### src/rtl/radix2_signed_divider_pkg.sv
// Shared types and helpers for the radix-2 signed divider.
// abs_ext works on a 64-bit sign-extended operand, so WIDTH must be <= 64.
package radix2_div_pkg;

    typedef enum logic [1:0] {
        IDLE,
        LOAD,
        ITER,
        FIX
    } div_state_t;

    localparam int unsigned DIV_WIDTH = 32;
    localparam int unsigned DIV_CNT_W = $clog2(DIV_WIDTH);
    localparam int unsigned DIV_MAX_W = 64;

    // Magnitude with one extra bit so the most negative value stays exact.
    function automatic logic [DIV_MAX_W:0] abs_ext(input logic [DIV_MAX_W-1:0] x);
        logic [DIV_MAX_W:0] ext;
        ext = {x[DIV_MAX_W-1], x};
        return x[DIV_MAX_W-1] ? -ext : ext;
    endfunction

endpackage

### src/rtl/radix2_signed_divider_if.sv
// Start/operand/result bundle between a controller and the divider.
interface radix2_signed_divider_if #(
    parameter int unsigned WIDTH = 32
);
    logic             start;
    logic [WIDTH-1:0] inputA;
    logic [WIDTH-1:0] inputB;
    logic [WIDTH-1:0] outQuotient;
    logic [WIDTH-1:0] outRemainder;
    logic             busy;
    logic             done;
    logic             divByZero;
    logic             overflow;

    modport master (
        output start, inputA, inputB,
        input  outQuotient, outRemainder, busy, done, divByZero, overflow
    );

    modport slave (
        input  start, inputA, inputB,
        output outQuotient, outRemainder, busy, done, divByZero, overflow
    );
endinterface

### src/rtl/radix2_signed_divider_step.sv
// One restoring-division step: shift in a dividend bit, subtract if it fits.
module radix2_div_step #(
    parameter int unsigned WIDTH = 32
) (
    input  logic [WIDTH-1:0] rem_i,
    input  logic             bit_i,
    input  logic [WIDTH:0]   div_i,
    output logic [WIDTH-1:0] rem_o,
    output logic             qbit_o
);
    logic [WIDTH:0] shifted;

    // Partial remainder stays below |B| <= 2^(WIDTH-1), so WIDTH bits hold it.
    always_comb begin
        shifted = {rem_i, bit_i};
        if (shifted >= div_i) begin
            rem_o  = WIDTH'(shifted - div_i);
            qbit_o = 1'b1;
        end else begin
            rem_o  = WIDTH'(shifted);
            qbit_o = 1'b0;
        end
    end
endmodule

### src/rtl/radix2_signed_divider.sv
// Sequential signed divider: restoring radix-2 on magnitudes, then sign fix-up.
// Optional macro DIV_BYPASS_EN: divisors 0, +1, -1 skip the iteration phase.
module radix2_signed_divider
    import radix2_div_pkg::*;
#(
    parameter int unsigned WIDTH = DIV_WIDTH
) (
    input logic                   clk,
    input logic                   rst,
    radix2_signed_divider_if.slave bus
);
    localparam int unsigned      CNT_W   = $clog2(WIDTH);
    localparam logic [WIDTH-1:0] MIN_VAL = {1'b1, {(WIDTH-1){1'b0}}};

    div_state_t       state_q, state_d;
    logic [WIDTH-1:0] a_q, a_d, b_q, b_d;
    logic [WIDTH-1:0] sh_q, sh_d;
    logic [WIDTH-1:0] rem_q, rem_d;
    logic [WIDTH:0]   dvs_q, dvs_d;
    logic [CNT_W-1:0] cnt_q, cnt_d;
    logic             qneg_q, qneg_d, rneg_q, rneg_d;
    logic             dz_q, dz_d, ov_q, ov_d;
    logic [WIDTH-1:0] quot_q, quot_d, remo_q, remo_d;
    logic             done_q, done_d, dzo_q, dzo_d, ovo_q, ovo_d;

    logic [WIDTH-1:0] abs_a;
    logic [WIDTH:0]   abs_b;
    logic [WIDTH-1:0] step_rem;
    logic             step_qbit;
    logic             b_zero;

    assign abs_a  = WIDTH'(abs_ext(DIV_MAX_W'($signed(a_q))));
    assign abs_b  = (WIDTH+1)'(abs_ext(DIV_MAX_W'($signed(b_q))));
    assign b_zero = (b_q == '0);

`ifdef DIV_BYPASS_EN
    logic b_unit;
    assign b_unit = (abs_b == (WIDTH+1)'(1));
`endif

    radix2_div_step #(.WIDTH(WIDTH)) u_step (
        .rem_i  (rem_q),
        .bit_i  (sh_q[WIDTH-1]),
        .div_i  (dvs_q),
        .rem_o  (step_rem),
        .qbit_o (step_qbit)
    );

    // Next-state and datapath: sh_q shifts dividend bits out and quotient bits in.
    always_comb begin
        state_d = state_q;
        a_d     = a_q;
        b_d     = b_q;
        sh_d    = sh_q;
        rem_d   = rem_q;
        dvs_d   = dvs_q;
        cnt_d   = cnt_q;
        qneg_d  = qneg_q;
        rneg_d  = rneg_q;
        dz_d    = dz_q;
        ov_d    = ov_q;
        quot_d  = quot_q;
        remo_d  = remo_q;
        dzo_d   = dzo_q;
        ovo_d   = ovo_q;
        done_d  = 1'b0;
        case (state_q)
            IDLE: begin
                if (bus.start) begin
                    a_d     = bus.inputA;
                    b_d     = bus.inputB;
                    state_d = LOAD;
                end
            end
            LOAD: begin
                sh_d    = abs_a;
                dvs_d   = abs_b;
                rem_d   = '0;
                qneg_d  = a_q[WIDTH-1] ^ b_q[WIDTH-1];
                rneg_d  = a_q[WIDTH-1];
                dz_d    = b_zero;
                ov_d    = (a_q == MIN_VAL) && (b_q == '1);
                cnt_d   = CNT_W'(WIDTH-1);
                state_d = ITER;
`ifdef DIV_BYPASS_EN
                // Preload the magnitudes the iterations would have produced.
                if (b_zero) begin
                    rem_d   = abs_a;
                    state_d = FIX;
                end else if (b_unit) begin
                    state_d = FIX;
                end
`endif
            end
            ITER: begin
                rem_d = step_rem;
                sh_d  = {sh_q[WIDTH-2:0], step_qbit};
                if (cnt_q == '0) begin
                    state_d = FIX;
                end else begin
                    cnt_d = cnt_q - CNT_W'(1);
                end
            end
            FIX: begin
                quot_d  = dz_q ? '1 : (qneg_q ? -sh_q : sh_q);
                remo_d  = rneg_q ? -rem_q : rem_q;
                dzo_d   = dz_q;
                ovo_d   = ov_q;
                done_d  = 1'b1;
                state_d = IDLE;
            end
            default: state_d = IDLE;
        endcase
    end

    // State and datapath registers; reset discards any operation in flight.
    always_ff @(posedge clk) begin
        if (rst) begin
            state_q <= IDLE;
            a_q     <= '0;
            b_q     <= '0;
            sh_q    <= '0;
            rem_q   <= '0;
            dvs_q   <= '0;
            cnt_q   <= '0;
            qneg_q  <= 1'b0;
            rneg_q  <= 1'b0;
            dz_q    <= 1'b0;
            ov_q    <= 1'b0;
            quot_q  <= '0;
            remo_q  <= '0;
            dzo_q   <= 1'b0;
            ovo_q   <= 1'b0;
            done_q  <= 1'b0;
        end else begin
            state_q <= state_d;
            a_q     <= a_d;
            b_q     <= b_d;
            sh_q    <= sh_d;
            rem_q   <= rem_d;
            dvs_q   <= dvs_d;
            cnt_q   <= cnt_d;
            qneg_q  <= qneg_d;
            rneg_q  <= rneg_d;
            dz_q    <= dz_d;
            ov_q    <= ov_d;
            quot_q  <= quot_d;
            remo_q  <= remo_d;
            dzo_q   <= dzo_d;
            ovo_q   <= ovo_d;
            done_q  <= done_d;
        end
    end

    assign bus.outQuotient  = quot_q;
    assign bus.outRemainder = remo_q;
    assign bus.busy         = (state_q != IDLE);
    assign bus.done         = done_q;
    assign bus.divByZero    = dzo_q;
    assign bus.overflow     = ovo_q;

endmodule

### src/flat_wrapper.sv
// flat-port wrapper written by rule: the top's interface ports become plain ports
module radix2_signed_divider_flat import radix2_div_pkg::*;
#(
    parameter int unsigned WIDTH = DIV_WIDTH
)
  (clk, rst, bus_start, bus_inputA, bus_inputB, bus_outQuotient, bus_outRemainder, bus_busy, bus_done, bus_divByZero, bus_overflow);
  radix2_signed_divider_if #(.WIDTH(WIDTH)) bus_i ();
  input logic clk;
  input logic rst;
  input wire logic [$bits(bus_i.start)-1:0] bus_start;
  input wire logic [$bits(bus_i.inputA)-1:0] bus_inputA;
  input wire logic [$bits(bus_i.inputB)-1:0] bus_inputB;
  output wire logic [$bits(bus_i.outQuotient)-1:0] bus_outQuotient;
  output wire logic [$bits(bus_i.outRemainder)-1:0] bus_outRemainder;
  output wire logic [$bits(bus_i.busy)-1:0] bus_busy;
  output wire logic [$bits(bus_i.done)-1:0] bus_done;
  output wire logic [$bits(bus_i.divByZero)-1:0] bus_divByZero;
  output wire logic [$bits(bus_i.overflow)-1:0] bus_overflow;
  assign bus_i.start = bus_start;
  assign bus_i.inputA = bus_inputA;
  assign bus_i.inputB = bus_inputB;
  assign bus_outQuotient = bus_i.outQuotient;
  assign bus_outRemainder = bus_i.outRemainder;
  assign bus_busy = bus_i.busy;
  assign bus_done = bus_i.done;
  assign bus_divByZero = bus_i.divByZero;
  assign bus_overflow = bus_i.overflow;
  radix2_signed_divider #(.WIDTH(WIDTH)) u_core (.clk(clk), .rst(rst), .bus(bus_i));
endmodule
### config.mk
export PLATFORM = sky130hd
export DESIGN_NAME = radix2_signed_divider_flat
export DESIGN_NICKNAME = d
export VERILOG_FILES = /design/src/rtl/radix2_signed_divider_pkg.sv /design/src/rtl/radix2_signed_divider_if.sv /design/src/rtl/radix2_signed_divider_step.sv /design/src/rtl/radix2_signed_divider.sv /design/src/flat_wrapper.sv
export SDC_FILE = /design/constraint.sdc
export NUM_CORES = 1
export LEC_CHECK = 0
export CAP_MARGIN = 20
export CORE_ASPECT_RATIO = 1.2
export CORE_MARGIN = 10
export CORE_UTILIZATION = 52
export DETAILED_ROUTE_END_ITERATION = 12
export PLACE_DENSITY = 0.77
export SYNTH_ARGS = -nofsm -noshare
export SYNTH_HDL_FRONTEND = slang
export SYNTH_SLANG_ARGS = --single-unit
### constraint.sdc
create_clock -name clk -period 2.9 [get_ports clk]
set_input_delay 0.29 -clock clk [delete_from_list [all_inputs] [get_ports clk]]
set_output_delay 0.29 -clock clk [all_outputs]
set_load 0.005 [all_outputs]
==> results_tabular.tex, run 1 <==
\begin{tabular}{lr}
\hline
Metric & Value \\
\hline
\multicolumn{2}{l}{\textbf{Run status}} \\
Status & complete, but fails checks \\
Failing checks & negative setup slack \\
\multicolumn{2}{l}{\textbf{Yosys}} \\
Synth Net Count & approximately 1.8k \\
Number of enable flip-flop cells after synthesis & 0 \\
Mapped Cells & about 1.7k \\
Post-synthesis async set-or-reset flop share & 0\% \\
Register bit count reported by yosys & 239 \\
Yosys warns & 0 \\
Avg Cell Area, Syn & between 7 and 8 µm² \\
Sequential share of the synthesized area & a little over a third \\
Post-synthesis instance area & 13,260 µm² \\
Number of unique standard cell types used by synthesis & 65 \\
Most frequently used flop master after synthesis & dfxtp\_1 \\
\multicolumn{2}{l}{\textbf{Floorplan}} \\
Starting Density & between 50\% and 60\% \\
IO Count & between 100 and 150 \\
Core Rows & 63 \\
Die Span X & between 150 and 200 µm \\
Vert. Die Dim & between 150 and 200 µm \\
Core Area & between 20,000 and 25,000 µm² \\
Overall die area & approximately 32,000 µm² \\
\multicolumn{2}{l}{\textbf{Global route}} \\
Sum of overflow across all layers after global routing & 0 \\
All-Layer GR Usage & 22.65\% \\
Global-route wire length before repair & 63,220 µm \\
Antenna violations before repair & 0 \\
Number of global-route vias before repair & 12.46k \\
Largest net degree at the start of global routing & 91 \\
\multicolumn{2}{l}{\textbf{Power}} \\
Power density over cell area & between 900 and 1000 nW/µm² \\
Peak supply drop & 675.3 µV \\
Final Total Pwr & roughly 17 mW \\
Leakage dissipation & around 6.8 nW \\
\multicolumn{2}{l}{\textbf{Cells and area}} \\
Most common cell after layout, fill and taps aside & nand2\_1 \\
Antenna diode instance count & 0 \\
Final \#Nets & between 2k and 2.5k \\
Area added between synthesis and finish & 30.82\% \\
Commonest cells after routing, fill and taps aside & nand2\_1, dfxtp\_1, nor2\_1, buf\_4, clkdlybuf4s50\_1 \\
Share of layout cells above drive strength 1 & around 16\% \\
Final instance area & 17,350 µm² \\
Layout fillers & about 2.0k \\
\multicolumn{2}{l}{\textbf{CTS}} \\
\# H-tree levels & 1 \\
Clock sink count & between 200 and 250 \\
Clock edge transition at the registers on the reported setup and hold paths & around 70 ps \\
Maximum clock insertion buffer count & 3 \\
Clock insertion delay at the later pin of the skew report & approximately 530 ps \\
TritonCTS Buffers & 24 \\
Clk root buf & clkbuf\_16 \\
Clock tree from TritonCTS & done \\
\multicolumn{2}{l}{\textbf{Timing}} \\
Final count of hold timing violations & 0 \\
Max Clock Freq & 311.3 MHz \\
Worst slew pin tran & 1012 ps \\
WHS & $\sim$210 ps \\
Unrepaired setup endpoints after global routing & true \\
Minimum period implied by the final worst setup slack & 3212 ps \\
Final max-slew violation count & 0 \\
Post-route fraction of the period consumed by the critical path & 110.8\% \\
Final worst clock skew & 16.14 ps \\
Remaining max-slew budget at the tightest pin & around a third \\
Sum Neg Setup Slack & -2337 ps \\
Total setup violations reported at the end of the flow & 9 \\
Worst-case setup margin in the final layout & -312.1 ps \\
\multicolumn{2}{l}{\textbf{Drt}} \\
Total via count in the routed design & roughly 13k \\
Detailed router's first-iteration violation count & $\sim$1.0k \\
Post-detailed-route DRC marker count & 0 \\
Post-DRT Antenna Nets & 0 \\
Per-cell routed wire length & $\sim$18 µm \\
DRT Wirelength & $\sim$40,000 µm \\
Router iterations before antenna repair & 7 \\
Vias per std cell & about 5.8 \\
\multicolumn{2}{l}{\textbf{Setup path}} \\
Crit path launch & u\_core.b\_q[8] \\
Crit path capture & u\_core.dz\_q \\
Number of cells on the worst reg-to-reg path & 8 \\
Critical path class & reg2reg \\
Worst R2R End & u\_core.dz\_q \\
Type of element launching the critical path & flip-flop \\
Required time of the worst setup path & about 3400 ps \\
Type of destination of the critical path & flip-flop \\
Data arrival time of the worst path & around 3700 ps \\
Reg2Reg Setup Slack & -310 ps \\
CP max FO & 4 \\
Crit Reg-Reg Startpoint & u\_core.b\_q[8] \\
\multicolumn{2}{l}{\textbf{Placement}} \\
Weighted congestion reported at the end of routability-driven placement & approximately 0.95 \\
Placed standard-cell area & approximately 16,000 µm² \\
\# port buffers & about 130 \\
Post-detail-place hpwl & between 20,000 and 30,000 µm \\
\multicolumn{2}{l}{\textbf{Job}} \\
Number of max-cap violations & 0 \\
\multicolumn{2}{l}{\textbf{Hold path}} \\
Hold Crit Class & in2reg \\
\hline
\end{tabular}
how the worst min path moves through the flow:
stage | slack, ps | cells past startpoint | start | end
after detailed placement | 440 | 2 | u_core.dvs_q[32] | u_core.dvs_q[32]
after global routing | 230 | 2 | rst | u_core.sh_q[1]
after CTS | 190 | 2 | rst | u_core.sh_q[27]
after floorplan | 420 | 2 | bus_inputB[8] | u_core.b_q[8]
after global placement | 450 | 2 | u_core.dvs_q[32] | u_core.dvs_q[32]
final | 210 | 2 | rst | u_core.sh_q[27]
sequential cells by signal, summed over array words and instances, names as in the netlist, 2 cells and up:
name	count
u_core.state_q	2
u_core.b_q	32
u_core.rem_q	32
u_core.bus.outQuotient	32
u_core.bus.outRemainder	32
u_core.sh_q	32
u_core.dvs_q	33
u_core.a_q	32
u_core.cnt_q	5
cell usage after synthesis, types with 3 or more instances:
cell	instances	area, µm²
or4_4	5	56.30
nand2b_1	16	100.1
o21ai_0	110	550.5
and3_1	4	25.02
ha_1	45	563.0
nor2_1	172	645.6
a211oi_1	62	465.5
a31oi_1	5	31.28
nor4_1	11	68.82
nor3b_1	3	22.52
buf_1	16	60.06
a41oi_1	3	26.28
a32oi_1	8	70.07
and2_1	3	18.77
clkbuf_1	91	341.6
o22ai_1	29	181.4
xnor2_1	49	429.2
or4_1	18	135.1
o41ai_1	18	157.7
nand4_1	14	87.58
nand3b_1	4	30.03
nand3_1	28	140.1
o31ai_1	35	262.8
dfxtp_1	239	4785
a21o_1	24	180.2
a311oi_1	10	87.58
o21bai_1	4	30.03
nand2_1	246	923.4
nor3_1	22	110.1
o41a_1	3	33.78
mux2i_1	52	520.5
nor2b_1	9	56.30
xor2_1	95	832.1
a21oi_1	111	555.5
inv_1	56	210.2
or3_1	12	75.07
or2_2	7	43.79
per-stage QoR:
stage	cells	util, %	worst slack (ps)
final	2240	69.66	-312.1
after global routing	2240	69.66	-396.5
after CTS	2234	68.38	-315.4
after detailed placement	2188	63.95	-374.5
after global placement	2188	63.95	-300.2
after floorplan	1676	-	-270.0
cells by family (layout without fill, tap and decap cells):
| group | after synthesis | after routing | share of synthesized area [%] |
|---|---|---|---|
| AOI/OAI and AO/OA | 446 | 446 | 21.53 |
| adders and majority gates | 46 | 46 | 4.396 |
| muxes | 54 | 54 | 4.094 |
| xor gates and xnor gates | 144 | 144 | 9.509 |
| and+or+nand+nor | 582 | 582 | 19.72 |
| buffers and inverters | 165 | 404 | 4.679 |
| DFF | 239 | 239 | 36.08 |
metal layers:
layer  wire (µm)  up-vias  share of wire [%]  track usage, %
li1            -     6370                  -               -
met1       16970     6050                 43           28.71
met2       18940      453                 48           39.09
met3        2668       77                6.7           3.633
met4         960        0                2.4           5.632
met5           0        -                  0               0
layout make-up:
class	instances	area, µm²	share of cell area (%)
clock buffers	30	664.4	3.829
clock inverters	10	132.6	0.7644
inverters	57	214.0	1.233
multi-input cells	1272	8401	48.42
flip-flops and latches	239	4801	27.67
well taps	325	406.6	2.344
repair buffers	307	2731	15.74
where the power goes:
part	leakage [nW]	internal (mW)	switching, mW
Combinational	4.45	4.13	5.04
Clock	0.384	1.88	1.31
Sequential	1.95	3.99	0.680
Total	6.78	10.0	7.03
worst max-delay path: stages, from the launching register on:
cell and delay (ps):
dfxtp_2 310, or3_4 380, or4_4 440, or4_4 530, or4_4 420, or4_4 490
buf_4 180, o32ai_2 230, nor2b_1 170
what timing repair did:
item | CTS | global route
gates resized for setup | 50 | 48
cloned | 0 | 3
pin swaps | 32 | 26
hold endpoints to repair | 0 | 0
setup buffers | 8 | 3
hold buffers | 0 | 0
endpoints found under the setup margin | 40 | 59
Power figures use the tool's default switching activity.
==> inputs of run 2 (changes only) <==
Settings changed: ABC_CLOCK_PERIOD_IN_PS set to 2900.
==> results of run 2 <==
No change in the layout: final DEF, timing and power equal those of run 1.
==> inputs of run 3 (changes only) <==
Settings changed: CAP_MARGIN 20 to unset.
==> results of run 3 <==
No change in the layout: final DEF, timing and power equal those of run 1.
